$ cat src/rtl/fft_stage_ctrl.sv
// Stage/pair sequencer for one radix-2 DIF butterfly running an in-place FFT.
// Optional abort input is enabled by defining FFT_CTRL_ABORT_EN.
module fft_stage_ctrl #(
  parameter int POINTS     = 16,
  parameter int ADDR_W     = 4,
  parameter int BF_LATENCY = 4
) (
  input  logic                     clk,
  input  logic                     rst_n,
  input  logic                     start,
`ifdef FFT_CTRL_ABORT_EN
  input  logic                     abort,
`endif
  output logic                     busy,
  output logic                     done,
  output logic [$clog2(ADDR_W):0]  stage,
  output logic                     rd_en,
  output logic [ADDR_W-1:0]        rd_addr_a,
  output logic [ADDR_W-1:0]        rd_addr_b,
  output logic                     bf_en,
  output logic [ADDR_W-2:0]        tw_idx,
  output logic                     wr_en,
  output logic [ADDR_W-1:0]        wr_addr_a,
  output logic [ADDR_W-1:0]        wr_addr_b
);

  localparam int DEPTH = BF_LATENCY + 1;
  localparam int PAIRS = POINTS / 2;
  localparam int SW    = $clog2(ADDR_W) + 1;
  localparam int PW    = ADDR_W - 1;
  localparam int CW    = $clog2(DEPTH) + 1;

  localparam logic [SW-1:0] LAST_S = SW'(ADDR_W - 1);
  localparam logic [PW-1:0] LAST_P = PW'(PAIRS - 1);
  localparam logic [CW-1:0] LAST_D = CW'(DEPTH - 1);

  typedef enum logic [1:0] {IDLE, ISSUE, DRAIN, DONE} state_t;

  state_t            state;
  logic [PW-1:0]     p;
  logic [CW-1:0]     drain_cnt;
  logic              issue_v;
  logic [PW-1:0]     issue_tw;
  logic              abort_hit;

  logic [SW-1:0]     cand_s;
  logic [PW-1:0]     cand_p;
  logic [ADDR_W-1:0] cand_a;
  logic [ADDR_W-1:0] cand_b;
  logic [PW-1:0]     cand_tw;

  logic [DEPTH-1:0]  dl_v;
  logic [ADDR_W-1:0] dl_a [DEPTH];
  logic [ADDR_W-1:0] dl_b [DEPTH];

  function automatic logic [ADDR_W-1:0] span_of(input logic [SW-1:0] st);
    return ADDR_W'(POINTS >> (st + 1'b1));
  endfunction

  // Pair p of a stage sits in block p/span; the block base is doubled because
  // each block holds 2*span points, the offset within it is p%span.
  function automatic logic [ADDR_W-1:0] addr_a_of(input logic [SW-1:0] st,
                                                  input logic [PW-1:0] pr);
    logic [ADDR_W-1:0] mask;
    logic [ADDR_W-1:0] pe;
    mask = span_of(st) - ADDR_W'(1);
    pe   = {1'b0, pr};
    return ((pe & ~mask) << 1) | (pe & mask);
  endfunction

  function automatic logic [PW-1:0] tw_of(input logic [SW-1:0] st,
                                         input logic [PW-1:0] pr);
    logic [PW-1:0] low;
    low = pr & PW'(span_of(st) - ADDR_W'(1));
    return low << st;
  endfunction

`ifdef FFT_CTRL_ABORT_EN
  assign abort_hit = abort && (state == ISSUE || state == DRAIN);
`else
  assign abort_hit = 1'b0;
`endif

  // The pair that will be presented on the read port after the next edge.
  always_comb begin
    cand_s = stage;
    cand_p = p + 1'b1;
    if (state == IDLE) begin
      cand_s = '0;
      cand_p = '0;
    end else if (state == DRAIN) begin
      cand_s = stage + 1'b1;
      cand_p = '0;
    end
    cand_a  = addr_a_of(cand_s, cand_p);
    cand_b  = cand_a + span_of(cand_s);
    cand_tw = tw_of(cand_s, cand_p);
  end

  // Handshake: start is a request sampled only in IDLE; busy acknowledges it
  // from the next cycle and stays high until the cycle done pulses once.
  always_ff @(posedge clk or negedge rst_n) begin
    if (!rst_n) begin
      state     <= IDLE;
      stage     <= '0;
      p         <= '0;
      drain_cnt <= '0;
      busy      <= 1'b0;
      done      <= 1'b0;
      issue_v   <= 1'b0;
      rd_addr_a <= '0;
      rd_addr_b <= '0;
      issue_tw  <= '0;
    end else begin
      done <= 1'b0;
      if (abort_hit) begin
        state     <= IDLE;
        stage     <= '0;
        p         <= '0;
        drain_cnt <= '0;
        busy      <= 1'b0;
        issue_v   <= 1'b0;
        rd_addr_a <= '0;
        rd_addr_b <= '0;
        issue_tw  <= '0;
      end else begin
        case (state)
          IDLE: begin
            if (start) begin
              state     <= ISSUE;
              busy      <= 1'b1;
              stage     <= '0;
              p         <= '0;
              issue_v   <= 1'b1;
              rd_addr_a <= cand_a;
              rd_addr_b <= cand_b;
              issue_tw  <= cand_tw;
            end
          end
          ISSUE: begin
            if (p == LAST_P) begin
              state     <= DRAIN;
              drain_cnt <= '0;
              issue_v   <= 1'b0;
              rd_addr_a <= '0;
              rd_addr_b <= '0;
              issue_tw  <= '0;
            end else begin
              p         <= cand_p;
              rd_addr_a <= cand_a;
              rd_addr_b <= cand_b;
              issue_tw  <= cand_tw;
            end
          end
          DRAIN: begin
            // Leave on the cycle the stage's final write-back is on the port,
            // so the next stage's first read follows its last write.
            if (drain_cnt == LAST_D) begin
              if (stage == LAST_S) begin
                state <= DONE;
                busy  <= 1'b0;
                done  <= 1'b1;
              end else begin
                state     <= ISSUE;
                stage     <= cand_s;
                p         <= '0;
                issue_v   <= 1'b1;
                rd_addr_a <= cand_a;
                rd_addr_b <= cand_b;
                issue_tw  <= cand_tw;
              end
            end else begin
              drain_cnt <= drain_cnt + 1'b1;
            end
          end
          DONE: begin
            state <= IDLE;
            stage <= '0;
          end
          default: state <= IDLE;
        endcase
      end
    end
  end

  always_ff @(posedge clk or negedge rst_n) begin
    if (!rst_n) begin
      dl_v   <= '0;
      tw_idx <= '0;
      for (int i = 0; i < DEPTH; i++) begin
        dl_a[i] <= '0;
        dl_b[i] <= '0;
      end
    end else if (abort_hit) begin
      dl_v   <= '0;
      tw_idx <= '0;
    end else begin
      dl_v[0] <= issue_v;
      dl_a[0] <= rd_addr_a;
      dl_b[0] <= rd_addr_b;
      tw_idx  <= issue_tw;
      for (int i = 1; i < DEPTH; i++) begin
        dl_v[i] <= dl_v[i-1];
        dl_a[i] <= dl_a[i-1];
        dl_b[i] <= dl_b[i-1];
      end
    end
  end

  assign rd_en     = issue_v & ~abort_hit;
  assign bf_en     = dl_v[0];
  assign wr_en     = dl_v[DEPTH-1] & ~abort_hit;
  assign wr_addr_a = dl_a[DEPTH-1];
  assign wr_addr_b = dl_b[DEPTH-1];

  a_stage_starts_empty: assert property (@(posedge clk) disable iff (!rst_n)
    (issue_v && p == '0) |-> (dl_v == '0));

  a_done_single: assert property (@(posedge clk) disable iff (!rst_n)
    done |=> !done);

endmodule

$ cat config.mk
export PLATFORM = sky130hd
export DESIGN_NAME = fft_stage_ctrl
export DESIGN_NICKNAME = d
export VERILOG_FILES = /design/src/rtl/fft_stage_ctrl.sv
export SDC_FILE = /design/constraint.sdc
export NUM_CORES = 1
export LEC_CHECK = 0
export ABC_AREA = 1
export CAP_MARGIN = 30
export CORE_UTILIZATION = 59
export DETAILED_ROUTE_END_ITERATION = 10
export HOLD_SLACK_MARGIN = 0.12
export MAX_ROUTING_LAYER = met4
export PLACE_DENSITY_LB_ADDON = 0.25
export SLEW_MARGIN = 10
export SYNTH_ARGS = -nofsm -noshare
export SYNTH_HDL_FRONTEND = slang
export SYNTH_SLANG_ARGS = --single-unit
$ cat constraint.sdc
create_clock -name clk -period 6.2 [get_ports clk]
set_clock_uncertainty 0.15 [all_clocks]
set_input_delay 1.24 -clock clk [delete_from_list [all_inputs] [get_ports clk]]
set_output_delay 1.24 -clock clk [all_outputs]
set_load 0.1 [all_outputs]
==> run_results.csv <==
group,metric,value,unit
synthesis,synthArstFlopShare,100,%
synthesis,synthFlopType,"dfrtp_1",
finish,fin_nets,275,
floorplan,dieWidth,69.4,um
drt,drtIter0Drc,84,
drt,drt-total-wl,4300,um
setup_path,cpMaxStageDelayCell,"clkdlybuf4s50_1",
cts,clk_latency,340,ps
drt,vias,1628,
synthesis,ys_seq_area_share,69.1,%
hold_path,worstHoldStart,"dl_a[7]",
timing,rsz0062_at_grt,"no",
setup_path,critical_path.top_delay_family,"buffers and inverters",
cts,cts_sinks,74,
drt,wl_per_cell,13.4,um
hold_path,worstHoldPathCells,0,
timing,fin_crit,3310,ps
drt,drc,0,
cts,cts_hold_buffers,0,
synthesis,synth_cell_types,24,
setup_path,cp.buffers_inverters,1,
synthesis,synthesis.nets,244,
setup_path,cp_max_fo,6,
setup_path,r2r_cells,10,
timing,drv_slew,0,
floorplan,start_util,61.6,%
timing,tightest_slew,983,ps
setup_path,regToRegSetupSlack,3650,ps
cts,post-cts-setup-buffers,0,
floorplan,dieArea,0.00482,mm^2
timing,period_share,53.5,%
placed_design,routabilityCongestion,0.885,
job,max-cap-violations,0,
setup_path,slowest_delay,1160,ps
timing,setup_viol,0,
drt,vias_per_cell,5.09,
synthesis,synth_edf_count,0,
drt,first_pass_iters,4,
placed_design,dpl.cell_count,303,
finish,antenna_cells,0,
setup_path,timing.rr.end,"rd_addr_b[1]",
synthesis,synth_cells,232,
cts,cts_resized,0,
setup_path,cp.required,4810,ps
finish,area_growth,18.9,%
placed_design,port_buffers,29,
hold_path,worstHoldEndpoint,"wr_addr_a[3]",
finish,drive_above_1_share,10.1,%
cts,h-tree-depth,3,
placed_design,pre_cts_slack,3040,ps
global_routing,grt_first_pass_wirelength,7130,um
cts,cts_buffers,9,
floorplan,fp.dieH,69.4,um
finish,finalNonFillerCells,320,
cts,cts_buffer_depth,2,
global_routing,first_global_vias,1562,
hold_path,hold_path.class,"register to register",
synthesis,synth_area,0.00268,mm^2
finish,final_cell_mix,"74 x dfrtp_1, 52 x nand2_1, 28 x clkdlybuf4s50_1",
global_routing,track_usage,20.5,%
synthesis,yosys_warnings,0,
floorplan,pin_count,30,
setup_path,cp.arrival,1920,ps
cts,tritoncts,"built",
timing,layout_setup_ws,2890,ps
timing,tns,0,ps
synthesis,ys_seq_elements,74,
setup_path,r2r-start,"stage[0]",
floorplan,core-area,0.00435,mm^2
finish,layout_commonest_cell,"dfrtp_1",
setup_path,path_cells,"clkdlybuf4s50_1",
setup_path,crit_path_start_kind,"register",
synthesis,syn_avg_cell_area,11.6,um^2
cts,cts_root_buf,"clkbuf_8",
setup_path,crit_path_end_kind,"output pin",
timing,timing.fmax,0.302,GHz
drt,antenna_left,0,
outcome,outcome,"completed",
global_routing,grt_max_degree,75,
global_routing,antenna_found_initial,0,
global_routing,grt_overflow,0,
floorplan,core.rowCount,24,
timing,hold_viol,0,
setup_path,criticalPathCategory,"register to output pin",
timing,slew_headroom,34.3,%
placed_design,hpwl,2760,um
cts,clk_pin_slew,80,ps
[registers in the layout, summed over array words and instances, names as in the netlist, 4 cells and up]
name,count
wr_addr_b,4
dl_v,5
drain_cnt,4
wr_addr_a,4
rd_addr_a,4
dl_b,16
rd_addr_b,4
dl_a,16
[through the flow]
stage	instance area, um^2	hold WS, ps	util [%]
after floorplan	2680	181	-
after global placement	2950	182	67.8
after detailed placement	2950	185	67.8
after CTS	3160	201	72.6
after global routing	3190	207	73.2
final	3190	201	73.2
[metal layers]
layer,vias to the layer above,routed length [um],global-route usage [%]
li1,789,-,-
met1,791,1950,25.5
met4,0,59,7.48
met5,-,0,-
met2,40,2070,31.4
met3,8,222,7.12
[area by class of cell]
cell class	count	area, um^2
Multi-Input combinational cell	124	656
Fill cell	275	1170
Clock buffer	9	124
Inverter	23	86.3
Timing Repair Buffer	31	320
Sequential cell	74	1850
Clock inverter	7	83.8
Tap cell	52	65.1
[synth_stat cells, drive strengths merged (2+ instances only)]
| master | number | share of area [%] |
|---|---|---|
| o21ai | 19 | 3.5 |
| inv | 23 | 3.2 |
| nor2 | 12 | 2.1 |
| buf | 11 | 3.2 |
| nand2 | 56 | 8.2 |
| o21a | 2 | 0.56 |
| a22o | 2 | 0.65 |
| and3 | 2 | 0.47 |
| ha | 8 | 3.7 |
| dfrtp | 74 | 69 |
| xor2 | 2 | 0.65 |
| nand3 | 12 | 2.2 |
| a21oi | 4 | 0.75 |
[worst max path at each step]
stage	slack (ps)	to	start	cells past startpoint
final	2890	stage[0]	stage[0]	1
after global routing	2800	stage[0]	stage[0]	1
after CTS	2860	stage[0]	stage[0]	1
after detailed placement	3040	p[1]	start	7
after global placement	3080	p[1]	start	7
after floorplan	3300	rd_addr_b[2]	stage[0]	11
[logic make-up (layout without fill, tap and decap cells)]
group | count (synthesis) | after routing | synth area share (%)
other | 1 | 1 | 0.140
DFF | 74 | 74 | 69.1
adders and majority gates | 9 | 9 | 4.48
buffers and inverters | 34 | 70 | 6.44
xor gates and xnor gates | 2 | 2 | 0.654
AOI/OAI and AO/OA | 28 | 28 | 5.79
and+or+nand+nor | 84 | 84 | 13.4
Power is not shown: default switching activity piles up to over one toggle a cycle in this logic, so the estimate is an artifact.
